### config.mk
export PLATFORM = sky130hd
export DESIGN_NAME = sram_port_sched
export DESIGN_NICKNAME = d
export VERILOG_FILES = /design/src/rtl/sram_pkg.sv /design/src/rtl/rr_arb2.sv /design/src/rtl/sram_port_sched.sv
export SDC_FILE = /design/constraint.sdc
export NUM_CORES = 1
export LEC_CHECK = 0
export ABC_CLOCK_PERIOD_IN_PS = 3600
export BUFFER_PORTS_ARGS = -buffer_cell sky130_fd_sc_hd__buf_2
export CORE_AREA = 2 2 278 280
export CTS_BUF_LIST = sky130_fd_sc_hd__clkbuf_8 sky130_fd_sc_hd__clkbuf_16
export DETAILED_ROUTE_END_ITERATION = 10
export DIE_AREA = 0 0 280 282
export PLACE_DENSITY = 0.44
export SLEW_MARGIN = 20
export SYNTH_ARGS = -nofsm -noshare
export SYNTH_HDL_FRONTEND = slang
export SYNTH_HIERARCHICAL = 1
export SYNTH_SLANG_ARGS = --single-unit
### constraint.sdc
create_clock -name clk -period 3.6 [get_ports clk]
set_clock_uncertainty 0.15 [all_clocks]
set_input_delay 0.54 -clock clk [delete_from_list [all_inputs] [get_ports clk]]
set_output_delay 0.54 -clock clk [all_outputs]
set_load 0.005 [all_outputs]
### src/rtl/sram_pkg.sv
// Shared definitions for the SRAM port scheduler: default widths and the
// burst-read state encoding.
package sram_pkg;

  localparam int DEF_ADDR_WIDTH = 12;
  localparam int DEF_DATA_WIDTH = 128;

  typedef enum logic [1:0] {
    RD_IDLE  = 2'd0,
    RD_BURST = 2'd1,
    RD_DRAIN = 2'd2
  } rd_state_e;

endpackage

### src/rtl/rr_arb2.sv
// Two-way round-robin arbiter between the external loader and the systolic
// writeback path. The grant is combinational from the requests and the pointer.
module rr_arb2 (
  input  logic clk,
  input  logic rstn,
  input  logic req_ext,
  input  logic req_sys,
  output logic gnt_ext,
  output logic gnt_sys
);

  // ptr_sys names the requester that wins a tie (0 = ext, 1 = sys). It always
  // points away from the most recent winner, so a tie alternates.
  logic ptr_sys;

  always_comb begin
    gnt_ext = req_ext && (!req_sys || !ptr_sys);
    gnt_sys = req_sys && (!req_ext ||  ptr_sys);
  end

  always_ff @(posedge clk or negedge rstn) begin
    if (!rstn) begin
      ptr_sys <= 1'b0;
    end else if (gnt_ext) begin
      ptr_sys <= 1'b1;
    end else if (gnt_sys) begin
      ptr_sys <= 1'b0;
    end
  end

endmodule

### src/rtl/sram_port_sched.sv
// SRAM port scheduler: arbitrates two write requesters onto the single SRAM
// write port and runs address bursts on read port a.
module sram_port_sched
  import sram_pkg::*;
#(
  parameter int ADDR_WIDTH = DEF_ADDR_WIDTH,
  parameter int DATA_WIDTH = DEF_DATA_WIDTH
) (
  input  logic                  clk,
  input  logic                  rstn,
  input  logic                  ext_wvalid,
  output logic                  ext_wready,
  input  logic [ADDR_WIDTH-1:0] ext_waddr,
  input  logic [DATA_WIDTH-1:0] ext_wdata,
  input  logic                  sys_wvalid,
  output logic                  sys_wready,
  input  logic [ADDR_WIDTH-1:0] sys_waddr,
  input  logic [DATA_WIDTH-1:0] sys_wdata,
  input  logic                  rd_start,
  input  logic [ADDR_WIDTH-1:0] rd_base,
  input  logic [ADDR_WIDTH-1:0] rd_len,
  output logic                  rd_busy,
  output logic                  rd_valid,
  output logic                  rd_done,
  output logic [DATA_WIDTH-1:0] rd_data,
  output logic                  sram_write,
  output logic [ADDR_WIDTH-1:0] sram_waddr,
  output logic [DATA_WIDTH-1:0] sram_din,
  output logic [ADDR_WIDTH-1:0] sram_raddr_a,
  input  logic [DATA_WIDTH-1:0] sram_dout_a,
  output logic [1:0]            rd_state
);

  // Handshake: a write transfers on a cycle where valid && ready are both high.
  // ready is computed from the current valids, so a requester must hold valid
  // and its address/data stable until it sees ready; it lands in the SRAM on
  // the following cycle.
  logic gnt_ext;
  logic gnt_sys;
  logic w_accept;

  rr_arb2 u_arb (
    .clk     (clk),
    .rstn    (rstn),
    .req_ext (ext_wvalid),
    .req_sys (sys_wvalid),
    .gnt_ext (gnt_ext),
    .gnt_sys (gnt_sys)
  );

  assign ext_wready = gnt_ext;
  assign sys_wready = gnt_sys;
  assign w_accept   = gnt_ext || gnt_sys;

  always_ff @(posedge clk or negedge rstn) begin
    if (!rstn) begin
      sram_write <= 1'b0;
      sram_waddr <= '0;
      sram_din   <= '0;
    end else begin
      sram_write <= w_accept;
      if (gnt_ext) begin
        sram_waddr <= ext_waddr;
        sram_din   <= ext_wdata;
      end else if (gnt_sys) begin
        sram_waddr <= sys_waddr;
        sram_din   <= sys_wdata;
      end
    end
  end

  // Burst read FSM. rd_cnt holds the number of addresses still to issue after
  // the one currently on sram_raddr_a.
  rd_state_e             state;
  rd_state_e             state_nxt;
  logic [ADDR_WIDTH-1:0] rd_cnt;
  logic                  start_burst;
  logic                  start_empty;
  logic                  last_issue;

  always_ff @(posedge clk or negedge rstn) begin
    if (!rstn) begin
      state <= RD_IDLE;
    end else begin
      state <= state_nxt;
    end
  end

  always_comb begin
    state_nxt   = state;
    start_burst = 1'b0;
    start_empty = 1'b0;
    last_issue  = 1'b0;
    case (state)
      RD_IDLE: begin
        if (rd_start && (rd_len != '0)) begin
          start_burst = 1'b1;
          state_nxt   = RD_BURST;
        end else if (rd_start) begin
          start_empty = 1'b1;
        end
      end
      RD_BURST: begin
        if (rd_cnt == '0) begin
          last_issue = 1'b1;
          state_nxt  = RD_DRAIN;
        end
      end
      RD_DRAIN: state_nxt = RD_IDLE;
      default:  state_nxt = RD_IDLE;
    endcase
  end

  always_ff @(posedge clk or negedge rstn) begin
    if (!rstn) begin
      sram_raddr_a <= '0;
      rd_cnt       <= '0;
      rd_valid     <= 1'b0;
      rd_done      <= 1'b0;
    end else begin
      // SRAM data for the address issued in BURST arrives one cycle later.
      rd_valid <= (state == RD_BURST);
      rd_done  <= last_issue || start_empty;
      if (start_burst) begin
        sram_raddr_a <= rd_base;
        rd_cnt       <= rd_len - ADDR_WIDTH'(1);
      end else if ((state == RD_BURST) && (rd_cnt != '0)) begin
        sram_raddr_a <= sram_raddr_a + ADDR_WIDTH'(1);
        rd_cnt       <= rd_cnt - ADDR_WIDTH'(1);
      end
    end
  end

  assign rd_busy  = (state != RD_IDLE);
  assign rd_data  = sram_dout_a;
  assign rd_state = state;

endmodule

==> run_results.csv <==
group,metric,value,unit
run_status,status,"finished, final reports clean",
drt,wl_met3,3.47,mm
global_route,grt_pass1_vias,8095,
cts,cts_buffer_depth,2,
floorplanning,ios,725,
cts,cts_tree,"built",
cts,numClockSinks,170,
synth,synth_largest_area_cell,"dfrtp_1",
sta,period_share,0.832,
cts,cts-htree-levels,4,
sta,tightestPinTransition,0.711,ns
worst_setup_path,crit_type,"reg -> reg",
drt,dr.pass1.iters,5,
synth,netlist.area_leader.share,0.460,
drt,top_layer,"met5",
sta,fmaxAchievable,334,MHz
drt,vias_per_cell,3.54,
drt,post-route-drc-count,0,
synth,synthTopCellsByArea,"dfrtp_1 46%, mux2i_1 16%, buf_4 10%, o21ai_0 7.8%, nand2_1 6.0%",
worst_setup_path,cp.arrival,3.25,ns
global_route,grt_max_degree,125,
worst_setup_path,critical_path_required,3.86,ns
drt,antenna_left,0,
synth,synth-edff-count,0,
worst_setup_path,r2r_setup_slack,0.60,ns
sta,fin_crit,3.00,ns
synth,yosysSeqAreaShare,0.460,
final_layout,syn2layout_area_growth,34.4,%
worst_setup_path,reg2regPathDepth,9,
synth,synthesis.nets,1382,
sta,tns,0,ns
global_route,antenna_found_initial,5,
floorplanning,row_count,101,
sta,setup_violations,0,
final_layout,nNetsFinal,1705,
drt,wirelength,33.0,mm
min_path,hp-class,"in -> reg",
cts,cts_root_buf,"clkbuf_16",
synth,synth_most_common_cell,"dfrtp_1",
flow_run,maxCapViolCount,0,
synth,synthArstFlopShare,1.00,
placement,gp_congestion,0.804,
cts,cts_buffers,17,
cts,cts.reportedPaths.clkPinSlew,0.08,ns
floorplanning,die_h,282,um
synth,yosys-top-cells-count,"170 x dfrtp_1, 147 x nand2_1, 145 x mux2i_1",
placement,io_buffer_count,468,
synth,synthCells,943,
floorplanning,initial_core_util,0.122,
synth,yosys_warnings,6,
global_route,grt.total_usage,0.0811,
drt,vias,7999,
drt,drt_iter0_markers,315,
sta,slew_violations,0,
sta,slew_headroom,0.521,
synth,yosysUniqueCellTypes,58,
global_route,overflow,0,
drt,wire_per_inst,14.6,um
floorplanning,die_w,280,um
power_and_ir_drop,irDropWorstVdd,0.278,mV
final_layout,final_util,0.164,
drt,wl_met1,13.3,mm
synth,synth_area,0.00926,mm2
power_and_ir_drop,p_per_area,511,mW/mm2
floorplanning,core,0.0757,mm2
cts,cts_setup_buffers,0,
min_path,whs_path_depth,3,
synth,synth_ff_type,"dfrtp_1",
synth,syn_area_per_cell,9.82,um2
worst_setup_path,start_kind,"flip-flop",
power_and_ir_drop,p_leak,5.84,nW
sta,rsz0062_at_grt,"no",
synth,synth_seq_cells,170,
worst_setup_path,crit_fanout,8,
worst_setup_path,cp-end-kind,"flip-flop",
final_layout,drive_above_1_share,0.419,
drt,met2_wirelength,15.6,mm
floorplanning,dieArea,0.0790,mm2
cts,insertion_delay,0.48,ns
sta,hold_viol,0,
global_route,grt_pass1_wl,48.0,mm
placement,dp_hpwl,25.8,mm
-- sequential cells by signal (all words and copies together), names as in the netlist --
register	flops
sram_raddr_a	12
rd_cnt	12
rd_done	1
u_arb/ptr_sys	1
rd_state	2
sram_din	128
rd_valid	1
sram_waddr	12
sram_write	1
-- cells by family after synthesis --
group	share of synthesized area
compound gates	0.122
fa+ha+maj	0.00270
simple gates	0.115
xor+xnor	0.00568
flops	0.460
buf+inv	0.135
mux	0.160
-- final timing paths --
kind,startpoint,end
worst max-delay path,rd_state[1],rd_cnt[8]
worst min-delay path,ext_wdata[126],sram_din[126]
worst max register to register,rd_state[1],rd_cnt[8]
worst min register to register,sram_raddr_a[8],sram_raddr_a[8]
max in group asynchronous,rstn,sram_raddr_a[8]
min in group asynchronous,rstn,sram_din[38]
-- power by group --
part | total (mW) | switching, mW | internal (mW)
clock network | 1.89 | 0.966 | 0.926
registers | 2.61 | 0.311 | 2.30
logic | 1.86 | 0.990 | 0.869
-- metal layers --
| layer | vias to the layer above | global-route usage |
|---|---|---|
| li1 | 3806 | - |
| met1 | 3737 | 0.0919 |
| met2 | 402 | 0.132 |
| met3 | 48 | 0.0381 |
| met4 | 6 | 0.0311 |
| met5 | - | 0 |
-- cells in the final DEF (no fill, tap or decap), types with 5 or more instances in the layout --
cell,instances
or4_1,5
nor3_1,11
buf_4,13
a21oi_1,8
dfrtp_1,170
buf_2,467
a31oi_1,9
a311oi_1,5
o21ai_0,144
nand4_1,8
and3_1,6
inv_8,5
nand2_1,147
mux2i_1,145
clkbuf_16,17
inv_1,8
a211oi_1,9
nor2_1,22
buf_12,6
-- final cells by class --
type	instances	area (um2)
fill	8544	63300
sequential	170	4250
multi-input combinational	581	3770
timing repair buffer	488	2580
tap	978	1220
clock buffer	17	425
clock inverter	15	156
inverter	8	30.0
antenna	1	2.50
-- worst max-delay path, stage by stage, from the launching register on --
cell and delay [ns]:
dfrtp_1 0.43, or3b_1 0.43, a41o_2 0.32, mux2i_1 0.22, ha_1 0.24, inv_1 0.09
a211oi_4 0.22, nand3_4 0.14, or4_1 0.49, a31oi_1 0.17
-- what timing repair did --
action / CTS / global route
gates resized for setup: 0 / 0
hold endpoints to repair: 55 / 0
hold buffers: 1 / 0
-- through the flow --
stage	hold WS, ns	cells	power [mW]	setup slack, ns	instance area [um2]
after floorplan	0.0944	943	3.72	0.129	9260
after global placement	0.386	2224	4.52	0.223	11800
after detailed placement	0.388	2224	4.54	0.189	11800
after CTS	0.0477	2257	6.53	0.601	12400
after global routing	0.0726	2257	6.84	0.406	12400
final	0.117	2258	6.36	0.605	12400
(Power assumes the default switching activity.)
